**src/rtl/debug_uart_rx_fifo.sv**
```systemverilog
`default_nettype none
// ============================================================================
// Module   : debug_uart_rx_fifo
// Purpose  : Receive half of the debug UART. Deserialises 8N1 frames at a
//            fixed bit rate from an asynchronous pin and queues good bytes in
//            a small circular FIFO that the CPU drains with a read strobe.
//            Framing and overrun errors are kept as sticky flags.
// Revision : 1.0 - initial release
// ----------------------------------------------------------------------------
// Ports
//   clk        in   1      core clock, all logic on rising edge
//   rst_n      in   1      synchronous active-low reset
//   uart_rxd   in   1      asynchronous serial input, idle high
//   rd_en      in   1      pop strobe, one cycle per byte (ignored if empty)
//   clr_err    in   1      one-cycle strobe clearing frame_err and overrun
//   rd_data    out  8      byte at FIFO head (valid while rx_valid)
//   rx_valid   out  1      FIFO not empty; also used as the interrupt line
//   rx_count   out  PW+1   number of bytes held, 0..FIFO_DEPTH
//   frame_err  out  1      sticky: a stop bit was sampled low
//   overrun    out  1      sticky: a good byte was dropped on a full FIFO
// ============================================================================
module debug_uart_rx_fifo #(
  parameter int CLK_HZ     = 64_000_000,
  parameter int BIT_RATE   = 9600,
  parameter int FIFO_DEPTH = 4
) (
  input  logic                             clk,
  input  logic                             rst_n,
  input  logic                             uart_rxd,
  input  logic                             rd_en,
  input  logic                             clr_err,
  output logic [7:0]                       rd_data,
  output logic                             rx_valid,
  output logic [$clog2(FIFO_DEPTH):0]      rx_count,
  output logic                             frame_err,
  output logic                             overrun
);

  // --------------------------------------------------------------------------
  // Derived constants
  // --------------------------------------------------------------------------
  localparam int CPB  = CLK_HZ / BIT_RATE;      // clocks per bit
  localparam int HALF = CPB / 2;                // clocks to mid start bit
  localparam int CW   = $clog2(CPB);            // bit-timer width
  localparam int PW   = $clog2(FIFO_DEPTH);     // FIFO address width

  localparam logic [CW-1:0] CNT_HALF_END = CW'(HALF - 1);
  localparam logic [CW-1:0] CNT_BIT_END  = CW'(CPB - 1);
  localparam logic [PW:0]   FULL_COUNT   = (PW + 1)'(FIFO_DEPTH);

  // Reject parameter sets the timing and pointer arithmetic cannot support.
  generate
    if (CPB < 4) begin : g_cpb_check
      $error("debug_uart_rx_fifo: CLK_HZ/BIT_RATE must be at least 4");
    end
    if ((FIFO_DEPTH < 2) || ((1 << PW) != FIFO_DEPTH)) begin : g_depth_check
      $error("debug_uart_rx_fifo: FIFO_DEPTH must be a power of two >= 2");
    end
  endgenerate

  // --------------------------------------------------------------------------
  // Input synchroniser. Both stages reset high so that reset itself never
  // looks like a start bit.
  // --------------------------------------------------------------------------
  logic sync_meta;
  logic rxs;

  always_ff @(posedge clk) begin
    if (!rst_n) begin
      sync_meta <= 1'b1;
      rxs       <= 1'b1;
    end else begin
      sync_meta <= uart_rxd;
      rxs       <= sync_meta;
    end
  end

  // --------------------------------------------------------------------------
  // Receive FSM
  // --------------------------------------------------------------------------
  typedef enum logic [2:0] {
    WAIT_IDLE = 3'd0,   // line must be seen high before any frame is accepted
    IDLE      = 3'd1,   // waiting for a falling edge
    START     = 3'd2,   // timing to the middle of the start bit
    DATA      = 3'd3,   // sampling eight data bits, LSB first
    STOP      = 3'd4    // sampling the stop bit
  } state_t;

  state_t         state;
  logic [CW-1:0]  bit_cnt;
  logic [2:0]     bit_idx;
  logic [7:0]     shreg;

  // The stop-bit sample instant decides between delivering and rejecting
  // the byte; both decisions act in that same cycle.
  logic stop_sample;
  logic push;
  logic ferr_set;

  assign stop_sample = (state == STOP) && (bit_cnt == CNT_BIT_END);
  assign push        = stop_sample &&  rxs;
  assign ferr_set    = stop_sample && !rxs;

  always_ff @(posedge clk) begin
    if (!rst_n) begin
      state   <= WAIT_IDLE;
      bit_cnt <= '0;
      bit_idx <= '0;
      shreg   <= '0;
    end else begin
      case (state)
        WAIT_IDLE: begin
          // A line held low (break, or low out of reset) is ignored until
          // it returns to the idle level.
          if (rxs) begin
            state <= IDLE;
          end
        end

        IDLE: begin
          if (!rxs) begin
            state   <= START;
            bit_cnt <= '0;
          end
        end

        START: begin
          if (bit_cnt == CNT_HALF_END) begin
            if (!rxs) begin
              // Still low at mid start bit: genuine frame. From here every
              // sample lands one full bit period later, i.e. mid-bit.
              state   <= DATA;
              bit_cnt <= '0;
              bit_idx <= '0;
            end else begin
              state <= IDLE;   // short low pulse, treat as noise
            end
          end else begin
            bit_cnt <= bit_cnt + 1'b1;
          end
        end

        DATA: begin
          if (bit_cnt == CNT_BIT_END) begin
            shreg   <= {rxs, shreg[7:1]};
            bit_cnt <= '0;
            bit_idx <= bit_idx + 3'd1;
            if (bit_idx == 3'd7) begin
              state <= STOP;
            end
          end else begin
            bit_cnt <= bit_cnt + 1'b1;
          end
        end

        STOP: begin
          if (bit_cnt == CNT_BIT_END) begin
            bit_cnt <= '0;
            // A low stop bit may be the start of a break, so wait for the
            // line to go idle again before hunting for the next frame.
            state   <= rxs ? IDLE : WAIT_IDLE;
          end else begin
            bit_cnt <= bit_cnt + 1'b1;
          end
        end

        default: begin
          state <= WAIT_IDLE;
        end
      endcase
    end
  end

  // --------------------------------------------------------------------------
  // FIFO. Pointers carry one extra bit so full and empty are distinguishable
  // and the occupancy is simply their difference.
  // --------------------------------------------------------------------------
  logic [7:0]  mem [FIFO_DEPTH];
  logic [PW:0] wptr;
  logic [PW:0] rptr;
  logic [PW:0] count;
  logic        empty;
  logic        full;
  logic        pop;
  logic        push_ok;
  logic        drop;

  assign count   = wptr - rptr;
  assign empty   = (wptr == rptr);
  assign full    = (count == FULL_COUNT);
  assign pop     = rd_en && !empty;
  // A pop in the same cycle frees the slot the incoming byte needs.
  assign push_ok = push && (!full || pop);
  assign drop    = push && full && !pop;

  always_ff @(posedge clk) begin
    if (!rst_n) begin
      wptr <= '0;
      rptr <= '0;
    end else begin
      if (push_ok) begin
        wptr <= wptr + 1'b1;
      end
      if (pop) begin
        rptr <= rptr + 1'b1;
      end
    end
  end

  // Storage needs no reset: nothing is visible until a write has occurred.
  always_ff @(posedge clk) begin
    if (push_ok && rst_n) begin
      mem[wptr[PW-1:0]] <= shreg;
    end
  end

  assign rd_data  = mem[rptr[PW-1:0]];
  assign rx_valid = !empty;
  assign rx_count = count;

  // --------------------------------------------------------------------------
  // Sticky error flags. A set event in the same cycle as clr_err wins so no
  // error can slip past the CPU unseen.
  // --------------------------------------------------------------------------
  always_ff @(posedge clk) begin
    if (!rst_n) begin
      frame_err <= 1'b0;
      overrun   <= 1'b0;
    end else begin
      if (ferr_set) begin
        frame_err <= 1'b1;
      end else if (clr_err) begin
        frame_err <= 1'b0;
      end

      if (drop) begin
        overrun <= 1'b1;
      end else if (clr_err) begin
        overrun <= 1'b0;
      end
    end
  end

endmodule
`default_nettype wire

```
**config.mk**
```make
export PLATFORM = sky130hd
export DESIGN_NAME = debug_uart_rx_fifo
export DESIGN_NICKNAME = d
export VERILOG_FILES = /design/src/rtl/debug_uart_rx_fifo.sv
export SDC_FILE = /design/constraint.sdc
export NUM_CORES = 1
export LEC_CHECK = 0
export CORE_MARGIN = 5
export CORE_UTILIZATION = 59
export CTS_CLUSTER_SIZE = 40
export DETAILED_ROUTE_END_ITERATION = 8
export HOLD_SLACK_MARGIN = 0.08
export PLACE_DENSITY = 0.82
export SLEW_MARGIN = 30
export SYNTH_ARGS = -nofsm -noshare
export SYNTH_HDL_FRONTEND = slang
export SYNTH_SLANG_ARGS = --single-unit
```
**constraint.sdc**
```tcl
create_clock -name clk -period 2.8 [get_ports clk]
set_input_delay 0.56 -clock clk [delete_from_list [all_inputs] [get_ports clk]]
set_output_delay 0.56 -clock clk [all_outputs]
set_load 0.03 [all_outputs]
```
==> metrics.csv <==
stage,metric,value,unit
power,leakagePower,1.368,nW
route,drc,0,
global_routing,grt_pass1_vias,2199,
cells_and_area,syn_to_final_growth,13.16,%
global_routing,grt_pass1_wl,10820,um
synth,syn_area_per_cell,11.18,um2
timing,timing.fmax,0.3842,GHz
power,vdd_ir_drop_max,277.3,uV
global_routing,track_usage,19.52,%
power,p_per_area,521.0,mW/mm2
worst_setup_path,cp.arrival,2.04,ns
route,drt_iter0_drc,119,
cells_and_area,finalNonFillerCells,394,
worst_setup_path,end_kind,primary output,
floorplanning,die_y,84.88,um
worst_hold_path,hp-class,reg -> reg,
worst_setup_path,rrSetupSlack,0.32,ns
worst_setup_path,path_class,reg -> out,
place,placedInstanceArea,0.003542,mm2
worst_setup_path,worstPathRequired,2.24,ns
worst_setup_path,worstPathCellList,"mux4_2, clkdlybuf4s50_1",
route,post_drt_wl_per_cell,16.11,um
route,vias,2249,
clock_network,numCtsBuffers,9,
synth,synthCells,296,
cells_and_area,drive_above_1_share,11.18,%
route,drt_wl_total,6349,um
job,drv_cap,0,
synth,async_flop_share,0,%
synth,synth_seq_cells,71,
route,via_per_inst,5.708,
timing,finClkSkew,0.009633,ns
synth,yosysWarningCount,0,
timing,fin_tns_setup,0,ns
synth,synth_area,0.003308,mm2
timing,min_period,2.603,ns
floorplanning,die_w,84.88,um
floorplanning,fp.dieArea,0.007205,mm2
cells_and_area,seqCellArea,0.001743,mm2
place,hpwl,4472,um
place,port_buffers,18,
timing,max_slew_margin,66.25,%
worst_setup_path,crit_slowest_cell,clkdlybuf4s50_1,
synth,yosysSeqAreaShare,52.65,%
cells_and_area,layout_commonest_cell,dfxtp_1,
worst_setup_path,timing.rr.end,mem[0][7],
clock_network,cts_tree,done,
synth,synth_nets,314,
timing,period_share,92.97,%
clock_network,clock_path_buffers,2,
timing,hold_viol,0,
cells_and_area,mostFrequentLayoutCells,"38 x dfxtp_1, 32 x edfxtp_1, 22 x nor2_1",
timing,maxSlewViolCount,0,
cells_and_area,nFillCells,410,
place,gp_congestion,0.8767,
timing,finalSetupViolations,0,
worst_setup_path,critPathCapture,rd_data[1],
synth,synth_cell_type_count,50,
synth,synth_flop_cell,dfxtp_1,
cells_and_area,n_antenna_cell,0,
route,detail-route-antenna-nets,0,
route,dr.pass1.iters,4,
place,dp.cells,378,
global_routing,antenna_found_initial,0,
global_routing,grt_overflow,0,
worst_setup_path,ff2ff_path_depth,8,
cells_and_area,finalInstanceArea,0.003744,mm2
clock_network,htreeDepth,3,
clock_network,clkTransAtPathRegs,0.07,ns
timing,hold_slack,0.4222,ns
clock_network,clock_latency,0.34,ns
global_routing,grt_max_degree,24,
timing,tightest_slew,0.5029,ns
run_status,status,finished clean,
worst_setup_path,cpPeakStageDelay,0.61,ns
power,p_total,1.951,mW
cells_and_area,multiInputGateArea,0.001406,mm2
cells_and_area,final_nets,335,
worst_setup_path,critPathMaxFanout,8,
clock_network,clock_sinks,71,
synth,synth_edf_count,32,
timing,rsz0062_at_grt,no,
floorplanning,initial_core_util,60.45,%
clock_network,clock-root-buffer,clkbuf_8,
floorplanning,core,0.005473,mm2
worst_setup_path,critPathLaunchType,flop,
floorplanning,rows,27,
floorplanning,ios,19,
worst_setup_path,rr_startpoint,wptr[0],
==> critical path: cells and delay by family (launching register included) <==
kind	cells	cell delay, ns
buffers and inverters	1	0.61
multiplexers	1	0.58
flip-flops	1	0.51
==> layout make-up <==
type	instances	area share [%]
Sequential cell	71	46.56
Multi-Input combinational cell	192	37.57
Timing Repair Buffer	26	6.451
Clock buffer	11	3.777
Tap cell	72	2.406
Inverter	17	1.705
Clock inverter	5	1.537
==> flip-flops by register name (all words and copies together), names as in the netlist, named ones only <==
register   flops
shreg          8
bit_cnt       13
bit_idx        3
frame_err      1
wptr           3
sync_meta      1
rxs            1
mem           32
state          3
overrun        1
rptr           3
==> synthesized netlist by cell type, types with 2 or more instances <==
library cell  count  area [um2]
inv_1            17       63.81
nand2_1          20       75.07
buf_4             3       22.52
clkbuf_1          5       18.77
and3_1            3       18.77
nor3_1            4       20.02
a31oi_1           4       25.02
nand4_1           2       12.51
o22ai_1           2       12.51
o21ai_0          10       50.05
xnor2_1           4       35.03
and2_1            9       56.30
o2111ai_1         2       17.52
xor2_1            3       26.28
nor2_1           22       82.58
o21ai_1           2       10.01
nand2b_1          6       37.54
nor2b_1           4       25.02
and4_1            2       17.52
mux2i_1           9       90.09
o211ai_1          4       30.03
a21oi_1          13       65.06
mux4_2            8       180.2
nand3_1          21       105.1
dfxtp_1          39       780.8
nor3b_1           2       15.01
edfxtp_1         32       960.9
buf_2             5       25.02
ha_1             12       150.1
o221ai_1          6       52.55
a211oi_1          2       15.01
==> worst min path at each step <==
stage	cells after the start	slack [ns]	endpoint	startpoint
floorplan	1	0.39	rxs	sync_meta
global placement	1	0.39	rxs	sync_meta
detailed placement	1	0.40	rxs	sync_meta
CTS	1	0.43	rxs	sync_meta
global route	1	0.47	rxs	sync_meta
finish	1	0.42	rxs	sync_meta
==> where the power goes <==
group	switching [mW]	internal, mW	leakage (nW)	total, mW
sequential	0.00769	1.08	0.612	1.09
clock	0.380	0.434	0.0916	0.814
combinational	0.0308	0.0202	0.664	0.0510
total	0.419	1.53	1.37	1.95
==> logic make-up (layout without fill, tap and decap cells) <==
family	after synthesis	count (layout)	share of synthesized area (%)
AO/OA/AOI/OAI	51	51	10.14
XOR/XNOR	8	8	2.572
adder cells (fa/ha/maj)	13	13	5.144
buffers and inverters	33	59	4.841
flip-flops	71	71	52.65
multiplexers	17	17	8.169
AND/OR/NAND/NOR	103	103	16.49
==> routing by layer <==
| metal | GRT usage, % | routed length (um) | vias up |
|---|---|---|---|
| li1 | - | - | 1121 |
| met1 | 25.94 | 2884 | 1078 |
| met2 | 31.17 | 3138 | 38 |
| met3 | 3.301 | 181 | 12 |
| met4 | 9.496 | 145 | 0 |
| met5 | 0 | 0 | - |
==> per-stage QoR <==
step,util (%),worst slack [ns]
after detailed placement,64.72,0.2857
after global placement,64.72,0.3415
after global routing,68.40,0.1158
final,68.40,0.1969
after CTS,68.36,0.01485
after floorplan,-,0.3087
==> what timing repair did <==
action                                  CTS  global route
buffers inserted                          0             0
pin swaps                                 0             0
hold buffers                              0             0
gates resized for setup                   2             1
endpoints found under the setup margin    2             1
Power figures use the tool's default switching activity.
